===== src/rtl/store_buffer_pkg.sv =====
// Shared types and helpers for the store buffer: size encodings, queued entry
// layout, drain FSM states, and the alignment/lane-formatting rules.
package store_buffer_pkg;

  localparam logic [1:0] SZ_BYTE = 2'b00;
  localparam logic [1:0] SZ_HALF = 2'b01;
  localparam logic [1:0] SZ_WORD = 2'b10;

  typedef struct packed {
    logic [29:0] waddr;
    logic [31:0] wdata;
    logic [3:0]  be;
  } store_entry_t;

  typedef enum logic {
    IDLE = 1'b0,
    REQ  = 1'b1
  } sb_state_t;

  // The reserved size encoding never counts as aligned.
  function automatic logic size_aligned(input logic [1:0] size, input logic [1:0] offset);
    logic ok;
    case (size)
      SZ_BYTE: ok = 1'b1;
      SZ_HALF: ok = ~offset[0];
      SZ_WORD: ok = (offset == 2'b00);
      default: ok = 1'b0;
    endcase
    return ok;
  endfunction

  function automatic store_entry_t format_store(input logic [1:0]  size,
                                                input logic [31:0] addr,
                                                input logic [31:0] data);
    store_entry_t e;
    logic [1:0]   o;
    o       = addr[1:0];
    e.waddr = addr[31:2];
    case (size)
      SZ_BYTE: begin
        e.be    = 4'b0001 << o;
        e.wdata = {24'h0, data[7:0]} << {o, 3'b000};
      end
      SZ_HALF: begin
        e.be    = 4'b0011 << o;
        e.wdata = {16'h0, data[15:0]} << {o, 3'b000};
      end
      default: begin
        e.be    = 4'b1111;
        e.wdata = data;
      end
    endcase
    return e;
  endfunction

endpackage


===== src/rtl/store_buffer_fifo.sv =====
// In-order queue of formatted store entries. Publishes the head, the entry
// behind it, and a per-slot valid vector with word addresses for alias checks.
module store_fifo
  import store_buffer_pkg::*;
#(
  parameter int DEPTH = 4
) (
  input  logic                        clk,
  input  logic                        reset,
  input  logic                        push,
  input  logic                        pop,
  input  store_entry_t                push_entry,
  output store_entry_t                head,
  output store_entry_t                next_head,
  output logic                        full,
  output logic                        empty,
  output logic [$clog2(DEPTH):0]      count,
  output logic [DEPTH-1:0]            entry_valid,
  output logic [DEPTH-1:0][29:0]      entry_waddr
);

  localparam int AW = $clog2(DEPTH);

  logic [AW:0]   wr_ptr;
  logic [AW:0]   rd_ptr;
  logic [AW-1:0] rd_idx;
  logic [AW-1:0] nxt_idx;
  logic [AW-1:0] rel [DEPTH];
  store_entry_t  mem [DEPTH];

  assign rd_idx  = rd_ptr[AW-1:0];
  assign nxt_idx = rd_idx + AW'(1);

  // The extra pointer bit distinguishes full from empty when indices coincide.
  assign count = wr_ptr - rd_ptr;
  assign full  = (count == (AW+1)'(DEPTH));
  assign empty = (count == '0);

  assign head      = mem[rd_idx];
  assign next_head = mem[nxt_idx];

  always_ff @(posedge clk or negedge reset) begin
    if (!reset) begin
      wr_ptr <= '0;
      rd_ptr <= '0;
    end else begin
      if (push && !full)
        wr_ptr <= wr_ptr + (AW+1)'(1);
      if (pop && !empty)
        rd_ptr <= rd_ptr + (AW+1)'(1);
    end
  end

  always_ff @(posedge clk) begin
    if (push && !full)
      mem[wr_ptr[AW-1:0]] <= push_entry;
  end

  // A slot is live when its distance from the read index is below the count.
  always_comb begin
    for (int i = 0; i < DEPTH; i++) begin
      rel[i]         = AW'(i) - rd_idx;
      entry_valid[i] = ({1'b0, rel[i]} < count);
      entry_waddr[i] = mem[i].waddr;
    end
  end

endmodule


===== src/rtl/store_buffer.sv =====
// Committed-store buffer: accepts aligned retire stores, drains them in order
// over req/gnt, and flags loads that alias any entry still queued or in flight.
module store_buffer
  import store_buffer_pkg::*;
#(
  parameter int DEPTH = 4
) (
  input  logic        clk,
  input  logic        reset,
  input  logic        st_valid,
  input  logic [1:0]  st_size,
  input  logic [31:0] st_addr,
  input  logic [31:0] st_data,
  output logic        st_full,
  output logic        st_empty,
  output logic        misaligned,
  output logic        overflow,
  output logic        mem_req,
  output logic [31:0] mem_addr,
  output logic [31:0] mem_wdata,
  output logic [3:0]  mem_be,
  input  logic        mem_gnt,
  input  logic [31:0] ld_addr,
  output logic        ld_hazard
);

  localparam int AW = $clog2(DEPTH);

  store_entry_t           push_entry;
  store_entry_t           head;
  store_entry_t           next_head;
  logic                   fifo_full;
  logic                   fifo_empty;
  logic [AW:0]            count;
  logic [DEPTH-1:0]       entry_valid;
  logic [DEPTH-1:0][29:0] entry_waddr;
  sb_state_t              state;
  logic                   aligned;
  logic                   push;
  logic                   pop;
  logic                   has_next;

  assign aligned    = size_aligned(st_size, st_addr[1:0]);
  assign push       = st_valid && aligned && !fifo_full;
  assign pop        = (state == REQ) && mem_gnt;
  assign has_next   = (count > (AW+1)'(1));
  assign push_entry = format_store(st_size, st_addr, st_data);

  store_fifo #(
    .DEPTH(DEPTH)
  ) u_fifo (
    .clk         (clk),
    .reset       (reset),
    .push        (push),
    .pop         (pop),
    .push_entry  (push_entry),
    .head        (head),
    .next_head   (next_head),
    .full        (fifo_full),
    .empty       (fifo_empty),
    .count       (count),
    .entry_valid (entry_valid),
    .entry_waddr (entry_waddr)
  );

  // The in-flight entry stays in the FIFO until granted, so on a grant the
  // successor is the slot behind the head.
  always_ff @(posedge clk or negedge reset) begin
    if (!reset) begin
      state     <= IDLE;
      mem_req   <= 1'b0;
      mem_addr  <= '0;
      mem_wdata <= '0;
      mem_be    <= '0;
    end else begin
      case (state)
        IDLE: begin
          if (!fifo_empty) begin
            mem_addr  <= {head.waddr, 2'b00};
            mem_wdata <= head.wdata;
            mem_be    <= head.be;
            mem_req   <= 1'b1;
            state     <= REQ;
          end
        end
        REQ: begin
          if (mem_gnt) begin
            if (has_next) begin
              mem_addr  <= {next_head.waddr, 2'b00};
              mem_wdata <= next_head.wdata;
              mem_be    <= next_head.be;
            end else begin
              mem_req <= 1'b0;
              state   <= IDLE;
            end
          end
        end
        default: begin
          mem_req <= 1'b0;
          state   <= IDLE;
        end
      endcase
    end
  end

  // A misaligned store is reported as misaligned only, never as overflow.
  always_ff @(posedge clk or negedge reset) begin
    if (!reset) begin
      misaligned <= 1'b0;
      overflow   <= 1'b0;
    end else begin
      misaligned <= st_valid && !aligned;
      if (st_valid && aligned && fifo_full)
        overflow <= 1'b1;
    end
  end

  assign st_full  = fifo_full;
  assign st_empty = fifo_empty && (state == IDLE);

  // Byte offsets are carried along so the match is on the word address alone.
  always_comb begin
    ld_hazard = 1'b0;
    for (int i = 0; i < DEPTH; i++) begin
      if (entry_valid[i] && ({entry_waddr[i], ld_addr[1:0]} == ld_addr))
        ld_hazard = 1'b1;
    end
  end

endmodule

===== config.mk =====
export PLATFORM = sky130hd
export DESIGN_NAME = store_buffer
export DESIGN_NICKNAME = d
export VERILOG_FILES = /design/src/rtl/store_buffer_pkg.sv /design/src/rtl/store_buffer_fifo.sv /design/src/rtl/store_buffer.sv
export SDC_FILE = /design/constraint.sdc
export NUM_CORES = 1
export LEC_CHECK = 0
export ABC_AREA = 1
export CAP_MARGIN = 20
export CELL_PAD_IN_SITES_DETAIL_PLACEMENT = 2
export CELL_PAD_IN_SITES_GLOBAL_PLACEMENT = 2
export CORE_AREA = 2 2 231 233
export CTS_BUF_LIST = sky130_fd_sc_hd__clkbuf_2
export DETAILED_ROUTE_END_ITERATION = 8
export DIE_AREA = 0 0 233 235
export HOLD_SLACK_MARGIN = 0.1
export PLACE_DENSITY = 0.83
export SLEW_MARGIN = 40
export SYNTH_ARGS = -nofsm -noshare
export SYNTH_HDL_FRONTEND = slang
export SYNTH_HIERARCHICAL = 1
export SYNTH_SLANG_ARGS = --single-unit

===== constraint.sdc =====
create_clock -name clk -period 6.2 [get_ports clk]
set_clock_uncertainty 0.2 [all_clocks]
set_input_delay 1.24 -clock clk [delete_from_list [all_inputs] [get_ports clk]]
set_output_delay 1.24 -clock clk [all_outputs]
set_load 0.005 [all_outputs]

==> reports/metrics.csv, run 1 <==
metric,value,unit
Min-Delay Path Depth,1,
switching share of total power,0.472,
CP startpoint kind,flop,
"Cell Area, Synth",19200,sq um
reg2reg setup slack,2.10,ns
Tot Pwr,10700,uW
crit path capture type,primary output,
worst rel slew slack,0.450,
Core ar.,52200,sq um
final setup fails,0,
WL/cell,23.7,microns
clock-pin slew on the worst setup and hold paths,0.10,ns
Worst-Skew Late Latency,1.07,ns
critical path type,flop to primary output,
area of the die,54800,sq um
Hold Crit Class,flop to flop,
Post-Route Setup TNS,0,ns
status,"finished, final reports clean",
Max Cap Violations,0,
"commonest non-fill, non-tap cell in the layout",nand2_1,
initial antenna violation count,5,
Static Leakage,0.00863,uW
CTS tree,done,
initial DRC count,833,
initial core utilization,0.368,
via/cell ratio,5.44,
Filler Cell Count,5879,
min setup slack post-route,0.433,ns
maximum VDD drop,0.330,mV
largest net degree at the start of global routing,141,
layout cells sized above 1,0.104,
Layout Nets,2423,
Num CTS Buffers,95,
CTS H-tree lvls,3,
Least-Margin Pin Slew,0.817,ns
P_sw,5050,uW
Total Wirelength,73100,microns
GR Overflow Total,0,
HPWL Detailed,48000,microns
most frequent cells in the layout,"505 x nand2_1, 441 x nor2_1, 264 x edfxtp_1",
port buffer count,171,
RSZ-0062 raised after global routing,false,
Residual DRC,0,
Die H,235,microns
vias in the first global route,18900,
number of I/O pins,176,
Final Slew Violations,0,
Routed Antenna Nets,0,
Area Overhead vs Synth,11.7,%
first drt pass iteration count,6,
crit path max fanout,6,
clk buf depth,3,
Clk pwr share,0.165,
first-pass GRT wire length,111000,microns
Hold Fails Final Rpt,0,
Final min period,5.77,ns
f_max,173,MHz
# rows,84,
Worst Path Arrival,4.33,ns
Final GP Congestion,0.924,
GR Util All Layers,0.268,
Clock Tree Root,clkbuf_2,
Worst Reg-to-Reg Cells,13,
Final Cycle Share,0.930,
Internal Power,5640,uW
CP required,4.76,ns
Post-CTS Setup Bufs,0,
Synth Warn #,6,
Logic pwr share,0.519,
Power Dens Cells,498,nW/um^2
Clock Sinks,340,
Synth Instances,2258,
Sequential Power Share,0.316,
worst slack at placement,1.18,ns
Mean Syn Cell Area,8.51,sq um
Vias,16800,
Die Span X,233,microns
-- flip-flops by register name, indices dropped and copies added (netlist names) --
signal,count
mem_addr,30
mem_be,4
mem_req,1
mem_wdata,32
misaligned,1
overflow,1
state,1
u_fifo/mem,264
u_fifo/rd_ptr,3
u_fifo/wr_ptr,3
-- layer usage --
| metal | track usage | share of wire |
|---|---|---|
| met5 | 0 | 0.00036 |
| met2 | 0.481 | 0.51 |
| met3 | 0.0478 | 0.048 |
| met4 | 0.0990 | 0.031 |
| met1 | 0.316 | 0.41 |
-- metrics by stage --
| stage | instances | instance area [sq um] | util | hold slack, ns |
|---|---|---|---|---|
| floorplan | 2259 | 19200 | - | 0.266 |
| detailed placement | 2901 | 20500 | 0.392 | 0.266 |
| CTS | 3082 | 21400 | 0.410 | 0.290 |
| global placement | 2900 | 20400 | 0.391 | 0.260 |
| finish | 3088 | 21500 | 0.411 | 0.290 |
| global route | 3088 | 21500 | 0.411 | 0.296 |
-- layout make-up --
cell class              count  area [sq um]  area share
flip-flops and latches    340          9840       0.458
repair buffers            199          2040      0.0951
well taps                 688           861      0.0401
multi-input cells        1520          7190       0.335
inverters                 156           593      0.0276
clock inverters            40           231      0.0108
diodes                      5          12.5    0.000583
clock buffers             140           701      0.0326
-- timing repair --
item                                    CTS  global route
endpoints found under the hold margin    49             0
endpoints found under the setup margin    0             1
resized for setup                         0             1
hold buffers                              1             0
-- power by group through the flow --
stage          sequential (uW)  clock (uW)  combinational, uW
4_1_cts                   3380        1830               5510
5_1_grt                   3430        1950               6110
2_1_floorplan             3290           0               3710
3_3_place_gp              3390           0               5110
3_5_place_dp              3420           0               5470
6_report                  3370        1770               5550
-- worst max-delay path, stage by stage (launching register included) --
cell	delay (ns)
dfrtp_1	0.44
inv_1	0.16
ha_1	0.25
fa_1	0.45
inv_1	0.16
nor2_1	0.09
o21ai_0	0.38
nand2_1	0.11
nor2_1	0.18
nand2_1	0.08
nor2_1	0.13
nand2_1	0.06
nor2_1	0.11
nor2_1	0.06
nand2_1	0.10
clkdlybuf4s50_1	0.51
-- worst paths after layout --
kind	startpoint	end
max reg2reg	u_fifo/wr_ptr[0]$_DFFE_PN0P_	u_fifo/mem[0][28]$_DFFE_PP_
min	overflow$_DFFE_PN0P_	overflow$_DFFE_PN0P_
min reg2reg	overflow$_DFFE_PN0P_	overflow$_DFFE_PN0P_
max in group asynchronous	reset	u_fifo/rd_ptr[0]$_DFFE_PN0P_
min in group asynchronous	reset	mem_wdata[18]$_DFFE_PN0P_
max	u_fifo/wr_ptr[0]$_DFFE_PN0P_	ld_hazard
No activity file was read; power rests on OpenSTA's default activity.
==> run 2: changes to the inputs <==
Settings changed: CTS_BUF_LIST sky130_fd_sc_hd__clkbuf_2 to sky130_fd_sc_hd__clkbuf_8, REMOVE_ABC_BUFFERS from default to 1.
==> reports/metrics.csv, run 2 (synthesized netlist as in run 1, its figures left out) <==
metric,value,unit
status,"finished, final reports clean",
first drt pass iteration count,7,
Layout Nets,2389,
multi-input gate area in the final layout,7190,sq um
Num CTS Buffers,66,
Static Leakage,0.00865,uW
crit path capture type,primary output,
Post-CTS Setup Bufs,0,
crit path max fanout,46,
GR Util All Layers,0.264,
number of I/O pins,176,
Residual DRC,0,
Least-Margin Pin Slew,0.839,ns
CTS tree,done,
Sequential Power Share,0.310,
Total Wirelength,72100,microns
vias in the first global route,18400,
switching share of total power,0.454,
Filler Cell Count,5815,
Logic pwr share,0.494,
"commonest non-fill, non-tap cell in the layout",nand2_1,
Worst Path Arrival,4.12,ns
"Design Area, Final",21700,sq um
P_sw,5000,uW
CP required,4.76,ns
largest net degree at the start of global routing,133,
Core ar.,52200,sq um
clock-pin slew on the worst setup and hold paths,0.06,ns
RSZ-0062 raised after global routing,false,
post-CTS sizing,0,
Min-Delay Path Depth,1,
most frequent cells in the layout,"505 x nand2_1, 440 x nor2_1, 264 x edfxtp_1",
port buffer count,171,
clk buf depth,3,
GR Overflow Total,0,
Final Slew Violations,0,
Placed Instances,2898,
number of flip-flops in the largest register,264,
critical path type,flop to primary output,
initial antenna violation count,5,
Final GP Congestion,0.874,
initial core utilization,0.368,
initial DRC count,1122,
register area,9840,sq um
Clk pwr share,0.195,
Worst-Skew Late Latency,0.67,ns
placed inst area,20500,sq um
Die Span X,233,microns
Routed Antenna Nets,0,
CTS H-tree lvls,3,
Hold Crit Class,flop to flop,
# rows,84,
Clock Sinks,340,
final core utilization,0.415,
worst rel slew slack,0.440,
Clock Tree Root,clkbuf_8,
WL/cell,23.9,microns
first-pass GRT wire length,110000,microns
Area Overhead vs Synth,12.9,%
CTS Hold Bufs,0,
Power Dens Cells,507,nW/um^2
Tot Pwr,11000,uW
Final min period,5.56,ns
Internal Power,6000,uW
Vias,16500,
Final Cycle Share,0.896,
CP startpoint kind,flop,
Max Cap Violations,0,
layout cells sized above 1,0.0742,
HPWL Detailed,45300,microns
area of the die,54800,sq um
Die H,235,microns
via/cell ratio,5.48,
final setup fails,0,
maximum VDD drop,0.339,mV
f_max,180,MHz
Worst Reg-to-Reg Cells,10,
Non-Filler Instances,3020,
Hold Fails Final Rpt,0,
## run 2: changes by cell type in the layout (fill, tap and decap cells not counted), sizes merged
cell,change
bufinv,-1
clkinvlp,-1
dlygate4sd3,-1
clkinv,-22
buf,-5
diode,-4
inv,+34
clkbuf,-68
## run 2: final timing paths
path / from / end / slack [ns]
setup / recovery: u_fifo/rd_ptr[0]$_DFFE_PN0P_ / ld_hazard / 0.64
hold / removal: overflow$_DFFE_PN0P_ / overflow$_DFFE_PN0P_ / 0.28
setup reg to reg: u_fifo/rd_ptr[0]$_DFFE_PN0P_ / u_fifo/mem[2][41]$_DFFE_PP_ / 1.70
hold reg to reg: overflow$_DFFE_PN0P_ / overflow$_DFFE_PN0P_ / 0.28
max in group asynchronous: reset / mem_be[3]$_DFFE_PN0P_ / 4.22
min in group asynchronous: reset / mem_addr[30]$_DFFE_PN0P_ / 0.43
## run 2: critical path, cell delays in order (launching register included)
cell,delay [ns]
dfrtp_4,0.75
ha_1,0.26
fa_1,0.43
inv_1,0.17
a21oi_1,0.09
o21ai_0,0.38
nand2_1,0.13
nor2_1,0.21
nand2_1,0.08
nor2_1,0.11
nand2_1,0.06
nor2_1,0.10
nor2_1,0.05
nand2_1,0.13
clkdlybuf4s50_1,0.52
## run 2: layout make-up
type,instances,share of cell area
Tap cell,688,0.0397
Clock inverter,50,0.0112
Antenna cell,1,0.000115
Inverter,156,0.0273
Multi-Input combinational cell,1520,0.332
Timing Repair Buffer,194,0.0917
Clock buffer,71,0.0450
Sequential cell,340,0.453
## run 2: stage by stage
step	worst slack (ns)	hold WS [ns]	TNS, ns
final	0.642	0.280	0
after global routing	0.354	0.300	0
after CTS	0.602	0.287	0
after detailed placement	1.21	0.273	0
after global placement	1.30	0.263	0
after floorplan	-2.80	0.266	-729.84
## run 2: power by group through the flow
stage	combinational, uW	clock, uW	sequential (uW)
floorplan	3080	0	3490
global placement	5050	0	3420
detailed placement	5390	0	3460
CTS	5460	2210	3420
global route	6000	2300	3470
finish	5440	2150	3420
## run 2: per-layer routing
layer | up-vias | part of all wire | GRT usage
met2 | 470 | 0.52 | 0.477
met1 | 8380 | 0.41 | 0.314
met3 | 154 | 0.047 | 0.0439
met5 | - | 0.00072 | 0
li1 | 7525 | - | -
met4 | 8 | 0.029 | 0.0894
==> RTL change, RTL diff (settings of run 2) <==
`DEPTH` is set to 4 in 2 places; all go to 2.
--- a/src/rtl/store_buffer_fifo.sv
+++ b/src/rtl/store_buffer_fifo.sv
@@ -3,7 +3,7 @@
 module store_fifo
   import store_buffer_pkg::*;
 #(
-  parameter int DEPTH = 4
+  parameter int DEPTH = 2
 ) (
   input  logic                        clk,
   input  logic                        reset,
--- a/src/rtl/store_buffer.sv
+++ b/src/rtl/store_buffer.sv
@@ -3,7 +3,7 @@
 module store_buffer
   import store_buffer_pkg::*;
 #(
-  parameter int DEPTH = 4
+  parameter int DEPTH = 2
 ) (
   input  logic        clk,
   input  logic        reset,
Function: changed (Yosys sat finds a counterexample within 4 cycles, from zero or initial values and one cycle with reset low).
==> RTL change against run 2 <==
- non-clock buffer count down 12
- critical path type unchanged
- worst setup slack better by 0.66 ns
- area after synthesis down 42%
- wire length down 43%
- power down 44%
- critical endpoint unchanged
- sequential cell count down 134
- maximum frequency up 14%
- cell area down 37%
==> RTL change: results <==
{
  "outcome": "completed",
  "largest_register_ffs": 132,
  "globalRouteTotalUtil": 0.151,
  "wl_met2_um": 20800,
  "grt_pass1_wl_um": 63300,
  "gp_congestion": 0.820,
  "post_cts_buffers": 0,
  "ir_drop_mv": 0.228,
  "clk_pin_slew_worst_paths_ns": 0.06,
  "final_nets": 1571,
  "port_buffers": 171,
  "placed_cell_area_sq_um": 13000,
  "ctsRootBufferMaster": "clkbuf_8",
  "vias_per_cell": 4.41,
  "path_max_fanout": 63,
  "p_leak_nw": 5.82,
  "drt-initial-drc-count": 441,
  "post_cts_resize_count": 0,
  "wl_met1_um": 17200,
  "grt_max_degree": 92,
  "cts_buffers": 37,
  "arrival_ns": 3.45,
  "htreeDepth": 2,
  "drive_above_1_share": 0.0528,
  "fillCellCount": 5981,
  "drt-pass1-iter-count": 5,
  "place_hpwl_um": 28500,
  "yosys_warnings": 6,
  "wl_per_cell_um": 18.8,
  "grt_antenna_before_repair": 4,
  "grt_pass1_vias": 10900,
  "topRoutingLayerUsed": "met5",
  "tightest_slew_ns": 0.791,
  "cts_buffer_depth": 3,
  "wl_met3_um": 2150,
  "hp-class": "flop to flop",
  "clkLatencyLatePin_ns": 0.55
}
[RTL change: worst max-delay path, cell delays in order, from the launching register on]
cell and delay [ns]:
dfrtp_4 0.74, inv_4 0.52, ha_1 0.25, or2_2 0.11
a21boi_0 0.17, nand2_1 0.09, nor2_1 0.11, nand2_1 0.07
nor2_1 0.11, nand2_1 0.07, nand2_1 0.11, clkdlybuf4s50_1 0.51
[RTL change: final timing paths]
check	start	endpoint	slack, ns	depth (start not counted)
max in group asynchronous	reset	mem_be[1]	4.23	2
min reg2reg	mem_req	mem_req	0.33	2
min	mem_req	mem_req	0.33	2
max	u_fifo/rd_ptr[0]	ld_hazard	1.31	11
max reg2reg	u_fifo/rd_ptr[0]	mem_wdata[20]	2.77	9
min in group asynchronous	reset	mem_addr[20]	0.52	1
[RTL change: final cells by class]
cell class / count / area share
Clock buffer: 44 / 0.0442
Tap cell: 688 / 0.0628
Antenna cell: 1 / 0.000183
Sequential cell: 206 / 0.425
Timing Repair Buffer: 182 / 0.132
Inverter: 186 / 0.0511
Clock inverter: 24 / 0.00749
Multi-Input combinational cell: 853 / 0.277
[RTL change: metrics by stage]
step                      power, mW  utilization  setup WS [ns]  instances
final                          6.14        0.262           1.31       2184
after global routing           6.67        0.262           1.01       2184
after CTS                      6.29        0.262           1.20       2183
after detailed placement       4.97        0.249           1.60       2115
after global placement         4.76        0.249           1.64       2115
after floorplan                3.58            -          0.637       1245
[RTL change: report_power, final]
group	internal, mW	switching [mW]	leakage, nW
Sequential	1.90	0.336	2.04
Clock	0.647	0.620	0.422
Combinational	1.03	1.61	3.36
[RTL change: per-layer routing]
layer,vias to the layer above,GRT usage
li1,4496,-
met1,4810,0.181
met2,246,0.269
met3,71,0.0326
met4,6,0.0405
met5,-,0
